==> config.mk <==
export PLATFORM = sky130hd
export DESIGN_NAME = ggt_arbiter
export DESIGN_NICKNAME = d
export VERILOG_FILES = /design/src/rtl/ggt_arbiter_pkg.sv /design/src/rtl/ggt_rr_arb.sv /design/src/rtl/ggt_arbiter.sv
export SDC_FILE = /design/constraint.sdc
export NUM_CORES = 1
export LEC_CHECK = 0
export ABC_AREA = 1
export BUFFER_PORTS_ARGS = -buffer_cell sky130_fd_sc_hd__buf_2
export CAP_MARGIN = 0
export CORE_MARGIN = 10
export CORE_UTILIZATION = 50
export CTS_BUF_LIST = sky130_fd_sc_hd__clkbuf_2 sky130_fd_sc_hd__clkbuf_4 sky130_fd_sc_hd__clkbuf_8
export CTS_CLUSTER_DIAMETER = 80
export DETAILED_ROUTE_END_ITERATION = 8
export PLACE_DENSITY_LB_ADDON = 0.08
export SLEW_MARGIN = 20
export SYNTH_ARGS = -nofsm -noshare
export SYNTH_HDL_FRONTEND = slang
export SYNTH_HIERARCHICAL = 1
export SYNTH_SLANG_ARGS = --single-unit
==> constraint.sdc <==
create_clock -name clk -period 8.51 [get_ports clk]
set_clock_uncertainty 0.2 [all_clocks]
set_input_delay 0.4255 -clock clk [delete_from_list [all_inputs] [get_ports clk]]
set_output_delay 0.4255 -clock clk [all_outputs]
set_load 0.1 [all_outputs]
==> src/rtl/ggt_arbiter_pkg.sv <==
// Shared types and defaults for the GCD core arbiter.
package ggt_arbiter_pkg;

  localparam int unsigned GGT_W_DEF       = 16;
  localparam int unsigned GGT_TIMEOUT_DEF = 70000;

  typedef enum logic [2:0] {
    S_IDLE   = 3'd0,
    S_LAUNCH = 3'd1,
    S_ARM    = 3'd2,
    S_BUSY   = 3'd3,
    S_FLUSH  = 3'd4,
    S_BYPASS = 3'd5,
    S_DONE   = 3'd6
  } ggt_state_e;

  // Index width for n requesters, never narrower than one bit.
  function automatic int unsigned idx_w(input int unsigned n);
    return (n > 1) ? $clog2(n) : 1;
  endfunction

endpackage

==> src/rtl/ggt_rr_arb.sv <==
// Combinational round-robin picker: first requester after ptr wins.
module ggt_rr_arb import ggt_arbiter_pkg::*; #(
  parameter  int unsigned N_REQ = 4,
  localparam int unsigned IW    = idx_w(N_REQ)
) (
  input  logic [N_REQ-1:0] req,
  input  logic [IW-1:0]    ptr,
  output logic [N_REQ-1:0] grant,
  output logic [IW-1:0]    idx,
  output logic             valid
);

  int unsigned   j;
  logic [IW-1:0] jj;

  always_comb begin
    grant = '0;
    idx   = '0;
    valid = 1'b0;
    j     = 0;
    jj    = '0;
    for (int unsigned k = 1; k <= N_REQ; k++) begin
      j  = (32'(ptr) + k) % N_REQ;
      jj = IW'(j);
      if (!valid && req[jj]) begin
        valid     = 1'b1;
        grant[jj] = 1'b1;
        idx       = jj;
      end
    end
  end

endmodule

==> src/rtl/ggt_arbiter.sv <==
// Shares one ggt_top GCD core between N_REQ requesters; zero operands are
// answered locally and a watchdog flushes a core that never reports valid.
module ggt_arbiter import ggt_arbiter_pkg::*; #(
  parameter int unsigned N_REQ   = 4,
  parameter int unsigned W       = GGT_W_DEF,
  parameter int unsigned TIMEOUT = GGT_TIMEOUT_DEF
) (
  input  logic               clk,
  input  logic               rst_i,
  input  logic [N_REQ-1:0]   req_i,
  input  logic [N_REQ*W-1:0] zahl1_i,
  input  logic [N_REQ*W-1:0] zahl2_i,
  output logic [N_REQ-1:0]   ack_o,
  output logic [N_REQ-1:0]   done_o,
  output logic [W-1:0]       ergebnis_o,
  output logic               err_o,
  output logic               core_start_o,
  output logic [W-1:0]       core_zahl1_o,
  output logic [W-1:0]       core_zahl2_o,
  output logic               core_rst_o,
  input  logic               core_valid_i,
  input  logic [W-1:0]       core_ergebnis_i
);

  localparam int unsigned IW = idx_w(N_REQ);
  localparam int unsigned CW = $clog2(TIMEOUT + 1);

  ggt_state_e       state;
  logic [IW-1:0]    rr_ptr;
  logic [N_REQ-1:0] cur_gnt;
  logic [W-1:0]     result;
  logic [CW-1:0]    cnt;

  logic [N_REQ-1:0] win_gnt;
  logic [IW-1:0]    win_idx;
  logic             win_vld;
  logic [W-1:0]     win_a;
  logic [W-1:0]     win_b;

  ggt_rr_arb #(.N_REQ(N_REQ)) u_rr_arb (
    .req   (req_i),
    .ptr   (rr_ptr),
    .grant (win_gnt),
    .idx   (win_idx),
    .valid (win_vld)
  );

  // Operand mux driven by the one-hot grant.
  always_comb begin
    win_a = '0;
    win_b = '0;
    for (int unsigned i = 0; i < N_REQ; i++) begin
      if (win_gnt[i]) begin
        win_a = win_a | zahl1_i[i*W +: W];
        win_b = win_b | zahl2_i[i*W +: W];
      end
    end
  end

  assign core_rst_o = rst_i || (state == S_FLUSH);

  always_ff @(posedge clk) begin
    if (rst_i) begin
      state        <= S_IDLE;
      rr_ptr       <= IW'(N_REQ - 1);
      cur_gnt      <= '0;
      result       <= '0;
      cnt          <= '0;
      ack_o        <= '0;
      done_o       <= '0;
      ergebnis_o   <= '0;
      err_o        <= 1'b0;
      core_start_o <= 1'b0;
      core_zahl1_o <= '0;
      core_zahl2_o <= '0;
    end else begin
      ack_o        <= '0;
      done_o       <= '0;
      err_o        <= 1'b0;
      core_start_o <= 1'b0;
      case (state)
        S_IDLE: begin
          if (win_vld) begin
            rr_ptr  <= win_idx;
            cur_gnt <= win_gnt;
            ack_o   <= win_gnt;
            if ((win_a != '0) && (win_b != '0)) begin
              state        <= S_LAUNCH;
              core_start_o <= 1'b1;
              core_zahl1_o <= win_a;
              core_zahl2_o <= win_b;
            end else begin
              state  <= S_BYPASS;
              result <= win_a | win_b;
            end
          end
        end
        S_LAUNCH: state <= S_ARM;
        // Valid is ignored here so a result left over from the last job is rejected.
        S_ARM: begin
          cnt   <= '0;
          state <= S_BUSY;
        end
        S_BUSY: begin
          if (core_valid_i) begin
            result     <= core_ergebnis_i;
            ergebnis_o <= core_ergebnis_i;
            done_o     <= cur_gnt;
            state      <= S_DONE;
          end else if (cnt == CW'(TIMEOUT - 1)) begin
            state <= S_FLUSH;
          end else if (cnt != '1) begin
            cnt <= cnt + CW'(1);
          end
        end
        S_FLUSH: begin
          result     <= '0;
          ergebnis_o <= '0;
          err_o      <= 1'b1;
          done_o     <= cur_gnt;
          state      <= S_DONE;
        end
        S_BYPASS: begin
          ergebnis_o <= result;
          done_o     <= cur_gnt;
          state      <= S_DONE;
        end
        S_DONE:  state <= S_IDLE;
        default: state <= S_IDLE;
      endcase
    end
  end

endmodule

; ---- After elaboration in Yosys (flattened, before gate mapping)
; Index checks and enable logic that the tools add are counted.
[word_totals]
out_inout_bits = 59
input_bits = 151
ff_bits = 100
wordCells = 131
[op_classes]
n_lt_le_gt_ge = 8
muxes = 54
n_reduce_logical = 26
eq_ne = 14
bitwise_logic = 12
n_addsub = 5
[op_table]
columns = cell, count
row1 = 16-bit two-way mux, 11
row2 = 16-bit OR, 7
row3 = 16-bit case mux with 3 select lines, 2
row4 = 17-bit two-way mux, 3
row5 = 17-bit case mux with 2 select lines, 1
row6 = 16-bit nonzero test, 2
row7 = 4-bit two-way mux, 5
row8 = "17-bit by 1-bit adder with 17-bit output, second input constant", 1
row9 = "17-bit equality test, second input constant", 1
row10 = "17-bit inequality test, second input constant", 1
row11 = 3-bit case mux with 5 select lines, 1
row12 = 1-bit two-way mux, 14
row13 = "2-bit by 3-bit < comparator with 1-bit output, second input constant", 4
row14 = 3-bit two-way mux, 4
row15 = 4-bit OR, 3
row16 = "2-bit inequality test, second input constant", 5
row17 = 1-bit binary-select mux with 2-bit select, 4
row18 = 1-bit demux with 2-bit select, 4
row19 = "2-bit by 1-bit >= comparator with 1-bit output, second input constant", 4
row20 = 1-bit logical AND, 8
row21 = 2-bit two-way mux, 4
row22 = 4-bit case mux with 2 select lines, 1
row23 = 4-bit AND reduction, 2
row24 = "3-bit by 2-bit equality test with 1-bit output, second input constant", 2
row25 = 16 further kinds, 25

; ---- Depth between registers and ports, before layout
; Gate-level depths: netlist of run 1.
[logic_depth]
ltp_word = 25
depth_mapped = 24
ltp_nobuf = 21

; ---- Modules after synthesis
; Netlist of run 1, hierarchy kept.
[modules_own_cells]
columns = mod, instances, seq_area_each_um2, area_per_inst_um2, cells_per_inst
row1 = ggt_arbiter, 1, 2001.9, 5680.4, 904
row2 = ggt_rr_arb, 1, 0.0, 457.9, 74

; ---- Worst setup path before layout of run 1
; OpenSTA, ideal clock, no wires.
[synth_timing]
kind = reg-to-output
from = register state[2]
to = output core_rst_o
path_stages_with_launch = 6
setup_slack_ns = 4.788
required_ns = 7.885
path_buffers = 1
arrival_time_ns = 3.097
path_cell_list = dfxtp_1 > inv_1 > nor2_1 > inv_2 > clkbuf_1 > o21ai_0
[synth_between]
elab_chain_cells = 2
[synth_lines]
columns = item, line_no
row1 = start: declaration, ggt_arbiter.sv:28  ; ggt_state_e state;
row2 = start signal: assignment, ggt_arbiter.sv:64  ; state <= S_IDLE;
row3 = start signal: assignment, ggt_arbiter.sv:88  ; state <= S_LAUNCH;
row4 = start signal: assignment, ggt_arbiter.sv:93  ; state <= S_BYPASS;
row5 = 3-bit equality test, ggt_arbiter.sv:60  ; assign core_rst_o = rst_i || (state == S_FLUSH);
row6 = 1-bit logical OR, ggt_arbiter.sv:60
row7 = end: declaration, ggt_arbiter.sv:20  ; output logic core_rst_o,
; Every way passes these cells.

; ---- Worst setup path after layout of run 1
[layout_timing]
from = register rr_ptr[0]
to = register core_zahl1_o[6]
[layout_between]
elab_chain_cells = 23
word_cells_on_any_way = 67
classes_between = add/sub (4) / order compare (8) / mux (32) / bitwise (9) / reduce/logical (14)
[layout_lines]
columns = item, line_no
row1 = start: declaration, ggt_arbiter.sv:29  ; logic [IW-1:0] rr_ptr;
row2 = start signal: assignment, ggt_arbiter.sv:65  ; rr_ptr <= IW'(N_REQ - 1);
row3 = start signal: assignment, ggt_arbiter.sv:84  ; rr_ptr <= win_idx;
row4 = "parallel branches: the longest is 12 deep, another holds 2-bit by 3-bit < comparator with 1-bit output", n/a
row5 = 4-bit two-way mux *, ggt_rr_arb.sv:25  ; if (!valid && req[jj]) begin
row6 = via win_gnt[0], ggt_arbiter.sv:34  ; logic [N_REQ-1:0] win_gnt;
row7 = 16-bit two-way mux, ggt_arbiter.sv:53  ; if (win_gnt[i]) begin
row8 = "16-bit OR, on equally long branches", "ggt_arbiter.sv:54, ggt_arbiter.sv:55"
row9 = 16-bit two-way mux, ggt_arbiter.sv:53
row10 = "16-bit OR, on equally long branches", "ggt_arbiter.sv:54, ggt_arbiter.sv:55"
row11 = 16-bit two-way mux, ggt_arbiter.sv:53
row12 = "16-bit OR, on equally long branches", "ggt_arbiter.sv:54, ggt_arbiter.sv:55"
row13 = 16-bit two-way mux, ggt_arbiter.sv:53
row14 = 16-bit nonzero test, ggt_arbiter.sv:87  ; if ((win_a != '0) && (win_b != '0)) begin
row15 = 1-bit logical AND, ggt_arbiter.sv:87
row16 = 3-bit AND reduction (no line), n/a
row17 = end signal: assignment, ggt_arbiter.sv:90  ; core_zahl1_o <= win_a;
row18 = end: declaration, ggt_arbiter.sv:18  ; output logic [W-1:0] core_zahl1_o,
; Mark *: on every way through the listed nets, which the timed path passes. The select of a mux whose other input is x is not followed.
; A chain may end at the register's enable or synchronous reset.

==> reports/qor.txt, run 1 <==
die area - 0.01711 mm^2
Antenna Cells - 0
Initial Utilization - 51.10%
pre-CTS setup slack - 4.453 ns
PortBufs - 209
DIE HEIGHT - 130.8 um
row cnt - 40
DRT Pass-1 Iters - 5
Worst setup EP type - register
Synth top area share - 32.61%
grt met2 use - 37.91%
crit path kind - register to register
reg2reg path depth - 20
Clk Latency, worst-skew pair - 0.38 ns
ys flop type - dfxtp_1
Post-CTS Setup Inserts - 0
DR WL/cell - 15.89 um
TritonCTS clock tree - done
Die Width - 130.8 um
met3 Track Usage GR - 8.018%
first-pass GRT wire length - 32.12 mm
synthesized area - 0.006138 mm^2
post-synth cell types - 43
synthesis-stage register bit count - 100
most common cell in the netlist - nand2_1
total CTS buffers - 9
grt ovf - 0
Reg clk slew, reported paths - 0.09 ns
Critical Path AT - 4.21 ns
register area share after synthesis - 32.61%
synth top area cells - dfxtp_1 33%, nand2_1 20%, nor2_1 7.3%
pwr/cell area - 467.5 mW/mm^2
io pins - 210
syn nets - 1,139
startpoint class of the critical path - register
GRT Total Usage - 23.69%
vias per cell - 5.224
Placer Congestion - 0.9384
Max Cap Viol - 0
CTS resizes - 0
Hold Path Cell Cnt - 3
Ys Warns - 6
syn_area_per_cell - 6.276 um^2
Routed WL - 20.71 mm
CTS sink cnt - 100
CTS Buffer Depth - 2
setup repair after global routing missed its margin - no
vias in the first global route - 6,409
largest fanout on the critical path - 33
Slew @ Worst Pin - 1.009 ns
number of DRC markers in iteration 0 - 570
Routed Antenna Nets - 0
Root Buffer - clkbuf_8
ys async rst share - 0%
VDD IR max - 208.5 uV
Leak - 3.743 nW
Placeable Area - 0.01201 mm^2
Slew headroom - 32.48%
max-slew violations - 0
post-DP HPWL - 16.13 mm
Req. time, crit path - 8.55 ns
HP Class - primary input to register
outcome - complete, no violations
CTS H-tree lvls - 3
Yosys top cell by area - dfxtp_1
area grow syn2layout - 19.02%
GR peak layer - met2
met1 usage - 28.34%
time the worst path needs with I/O delays and setup - 4.171 ns
final worst setup slack - 4.339 ns
Final period util - 49.02%
top post-synthesis cells by count - 320 x nand2_1, 119 x nor2_1, 100 x dfxtp_1
cell count after synthesis - 978
layout cells sized above 1 - 22.66%
Post-CTS Hold Buffers - 0
# DRC - 0
final setup fails - 0
Max Freq - 239.7 MHz
Final Hold Viols - 0
initial antenna violation count - 0
setup total negative slack - 0 ns
Post-synth EDFFs - 0
nets@finish - 1,313
DR vias - 6,807
largest net degree at the start of global routing - 56
==> logic make-up (layout without fill, tap and decap cells) <==
group / after synthesis / in the layout / share of synthesized area, %
AO/OA/AOI/OAI: 122 / 122 / 11.84
flip-flops: 100 / 100 / 32.61
adder cells (fa/ha/maj): 10 / 10 / 2.038
AND/OR/NAND/NOR: 582 / 582 / 40.87
buffers and inverters: 158 / 336 / 11.78
XOR/XNOR: 6 / 6 / 0.8561
==> report_power, final <==
group	total (W)	switching, W	internal [W]
clock	0.000327	0.000162	0.000165
combinational	0.00243	0.00183	0.000600
sequential	0.000657	0.0000634	0.000594
total	0.00342	0.00206	0.00136
==> flip-flops by register name, summed over array words and instances, names as in the netlist <==
name / flops
ack_o: 4
state: 3
core_start_o: 1
done_o: 4
result: 16
core_zahl2_o: 16
ergebnis_o: 16
cur_gnt: 4
cnt: 17
core_zahl1_o: 16
rr_ptr: 2
err_o: 1
==> through the flow <==
step / instance area, um^2 / cells / hold WS [ns] / power, W / utilization, %
final: 7306 / 1303 / 0.1059 / 0.003415 / 60.82
after CTS: 7306 / 1303 / 0.09369 / 0.003408 / 60.82
after floorplan: 6138 / 978 / 0.2332 / 0.002633 / -
after global routing: 7306 / 1303 / 0.1175 / 0.003691 / 60.82
after detailed placement: 7096 / 1288 / 0.2284 / 0.003080 / 59.07
after global placement: 7096 / 1288 / 0.2263 / 0.003081 / 59.07
==> layer usage <==
layer	up-vias	share of wire [%]
li1	3485	-
met1	3000	42
met2	285	46
met3	37	9.8
met4	0	2.8
met5	-	0
==> worst paths after layout <==
check / from / end / slack [ns]
worst max-delay path: rr_ptr[0] / core_zahl1_o[6] / 4.34
worst min-delay path: core_ergebnis_i[2] / ergebnis_o[2] / 0.11
worst max register to register: rr_ptr[0] / core_zahl1_o[6] / 4.34
worst min register to register: core_zahl1_o[1] / core_zahl1_o[1] / 0.24
==> layout by cell type (no fill, tap or decap), types with 2 or more instances in the layout <==
master and count:
nor3_1 7, buf_4 6, nand3_2 3, nand4_1 40, a21oi_1 53, clkbuf_8 12, a211oi_1 16, buf_2 209
o21a_1 3, a21oi_2 3, nand2_1 320, nor2_1 119, a22oi_1 13, nand2b_1 3, ha_1 10, nand2_2 6
inv_2 9, o22ai_1 4, nor4_1 3, nor2_2 2, nor3_2 2, a21boi_0 4, dfxtp_1 100, o21ai_0 19
nand3_1 69, o21ai_1 3, inv_1 95, xnor2_1 2, clkbuf_4 2, xor2_1 4, o21bai_1 2
==> worst max-delay path: stages (launching register included) <==
cell	delay (ns)
dfxtp_1	0.54
inv_2	0.18
ha_1	0.38
inv_1	0.09
nand2_2	0.13
nand2_2	0.08
nor2_2	0.18
a21oi_1	0.10
nand3_1	0.11
buf_4	0.34
nand2_1	0.13
nand4_1	0.19
nor2_1	0.08
nand2_1	0.06
nor2_1	0.04
nand2_1	0.09
and2_1	0.30
buf_4	0.36
nand2_8	0.21
nand2_1	0.14
a21oi_1	0.07
==> area by class of cell <==
class,instances,area (um^2)
repair buffers,215,1091
fillers,1255,4706
multi-input cells,720,3418
well taps,147,183.9
clock buffers,14,180.2
flip-flops and latches,100,2002
inverters,106,400.4
clock inverters,1,30.03
No activity file was read; power rests on OpenSTA's default activity.
==> run 2: changes to the inputs <==
clock period = 3.85 ns   (was 8.51 ns; I/O delays follow)
==> reports/qor.txt, run 2 (synthesis gave the netlist of run 1 again) <==
Critical Path AT - 3.70 ns (was 4.21 ns)
most frequent cells in the layout - 320 x nand2_1, 209 x buf_2, 118 x nor2_1 (was 320 x nand2_1, 209 x buf_2, 119 x nor2_1)
Placer Congestion - 0.9320 (was 0.9384)
vias in the first global route - 6,445 (was 6,409)
final setup fails - 0 (unchanged)
Seq pwr share - 18.5% (was 19.2%)
Comb pwr share - 72.3% (was 71.2%)
Leak - 3.859 nW (was 3.743 nW)
Initial Utilization - 51.10% (unchanged)
vias per cell - 5.184 (was 5.224)
net switching power - 0.004650 W (was 0.002056 W)
crit path kind - register to register (unchanged)
Largest register FFs - 17 (unchanged)
setup total negative slack - 0 ns (unchanged)
outcome - complete, no violations (unchanged)
Final Util - 63.15% (was 60.82%)
Die Width - 130.8 um (unchanged)
Placeable Area - 0.01201 mm^2 (unchanged)
nets@finish - 1,338 (was 1,313)
final worst setup slack - 0.2785 ns (was 4.339 ns)
io pins - 210 (unchanged)
pwr/cell area - 1021 mW/mm^2 (was 467.5 mW/mm^2)
largest net degree at the start of global routing - 35 (was 56)
Antenna Cells - 0 (unchanged)
Req. time, crit path - 3.98 ns (was 8.55 ns)
CTS Buffer Depth - 2 (unchanged)
Post-CTS Setup Inserts - 0 (unchanged)
GRT Total Usage - 24.52% (was 23.69%)
Final Hold Viols - 0 (unchanged)
post-DP HPWL - 16.70 mm (was 16.13 mm)
total CTS buffers - 9 (unchanged)
row cnt - 40 (unchanged)
most common cell after layout, fill and taps aside - nand2_1 (unchanged)
HP Class - primary input to register (unchanged)
area grow syn2layout - 23.56% (was 19.02%)
Power Internal - 0.003091 W (was 0.001359 W)
CTS sink cnt - 100 (unchanged)
DR WL/cell - 16.13 um (was 15.89 um)
Slew @ Worst Pin - 0.6992 ns (was 1.009 ns)
Fin Hold WS - 0.04628 ns (was 0.1059 ns)
time the worst path needs with I/O delays and setup - 3.571 ns (was 4.171 ns)
largest fanout on the critical path - 32 (was 33)
Routed WL - 21.43 mm (was 20.71 mm)
sw frac - 60.07% (was 60.21%)
CTS H-tree lvls - 3 (unchanged)
initial antenna violation count - 0 (unchanged)
Final period util - 92.77% (was 49.02%)
first-pass GRT wire length - 33.28 mm (was 32.12 mm)
DIE HEIGHT - 130.8 um (unchanged)
grt ovf - 0 (unchanged)
die area - 0.01711 mm^2 (unchanged)
DRT Pass-1 Iters - 5 (unchanged)
Max Cap Viol - 0 (unchanged)
largest reg by FF count - cnt (unchanged)
Routed Antenna Nets - 0 (unchanged)
max-slew violations - 0 (unchanged)
Slew headroom - 53.33% (was 32.48%)
# DRC - 0 (unchanged)
layout cells sized above 1 - 23.18% (was 22.66%)
Clk Latency, worst-skew pair - 0.39 ns (was 0.38 ns)
number of DRC markers in iteration 0 - 501 (was 570)
fill cell count - 1,195 (was 1,255)
Worst setup EP type - register (unchanged)
clock network power share - 9.1% (was 9.6%)
PortBufs - 209 (unchanged)
pre-CTS setup slack - 0.2530 ns (was 4.453 ns)
Max Freq - 280.0 MHz (was 239.7 MHz)
DR vias - 6,889 (was 6,807)
VDD IR max - 476.4 uV (was 208.5 uV)
setup repair after global routing missed its margin - no (unchanged)
startpoint class of the critical path - register (unchanged)
Root Buffer - clkbuf_8 (unchanged)
Reg clk slew, reported paths - 0.11 ns (was 0.09 ns)
TritonCTS clock tree - done (unchanged)
==> run 2: worst paths after layout <==
check | from | endpoint | slack [ns] | cells after the start
hold / removal | core_valid_i | state[1] | 0.05 | 4
hold reg to reg | core_zahl2_o[2] | core_zahl2_o[2] | 0.24 | 2
setup / recovery | rr_ptr[0] | result[6] | 0.28 | 20
setup reg to reg | rr_ptr[0] | result[6] | 0.28 | 20
==> run 2: per-layer routing <==
metal  wire length (um)  global-route usage, %  vias up  part of all wire (%)
met5                  0                      0        -                     0
met4                479                  9.222        0                   2.2
met3               2123                  8.380       33                   9.9
met2              10010                  38.12      277                    47
met1               8819                  30.70     3047                    41
li1                   -                      -     3532                     -
==> run 2: timing repair <==
item	CTS	global route
hold endpoints to repair	18	0
endpoints found under the setup margin	0	44
hold buffers	16	0
gates resized for setup	0	3
==> run 2: final cells by class <==
class / instances / area [um^2] / share of cell area, %
Clock buffer: 9 / 123.9 / 1.633
Clock inverter: 7 / 76.32 / 1.006
Inverter: 106 / 400.4 / 5.279
Multi-Input combinational cell: 720 / 3430 / 45.22
Sequential cell: 100 / 2002 / 26.39
Tap cell: 147 / 183.9 / 2.425
Timing Repair Buffer: 240 / 1369 / 18.05
==> run 2: worst max-delay path, stage by stage (launching register included) <==
cell and delay, ns:
dfxtp_1 0.35, inv_2 0.10, ha_1 0.36, inv_1 0.12, nand2_2 0.10, nand2_2 0.09, nor2_2 0.07, a21oi_1 0.15
nand3_1 0.16, buf_12 0.21, nand2_1 0.06, nand4_1 0.26, nor2_1 0.19, nand2_1 0.07, nor2_1 0.09, nand2_1 0.08
nand3_2 0.30, nand3_4 0.27, nand2_1 0.13, inv_1 0.04, nor2_1 0.09
==> run 2: power groups by stage <==
stage | combinational (W) | sequential (W) | clock, W
floorplan | 0.00312 | 0.00270 | 0
global placement | 0.00553 | 0.00145 | 0
detailed placement | 0.00552 | 0.00145 | 0
CTS | 0.00555 | 0.00143 | 0.000712
global route | 0.00612 | 0.00146 | 0.000761
finish | 0.00560 | 0.00144 | 0.000706
==> run 2: through the flow <==
step,power (W),instance area (um^2),std cells
5_1_grt,0.008345,7585,1329
3_3_place_gp,0.006984,7213,1297
6_report,0.007741,7585,1329
4_1_cts,0.007695,7574,1329
3_5_place_dp,0.006972,7213,1297
2_1_floorplan,0.005820,6138,978
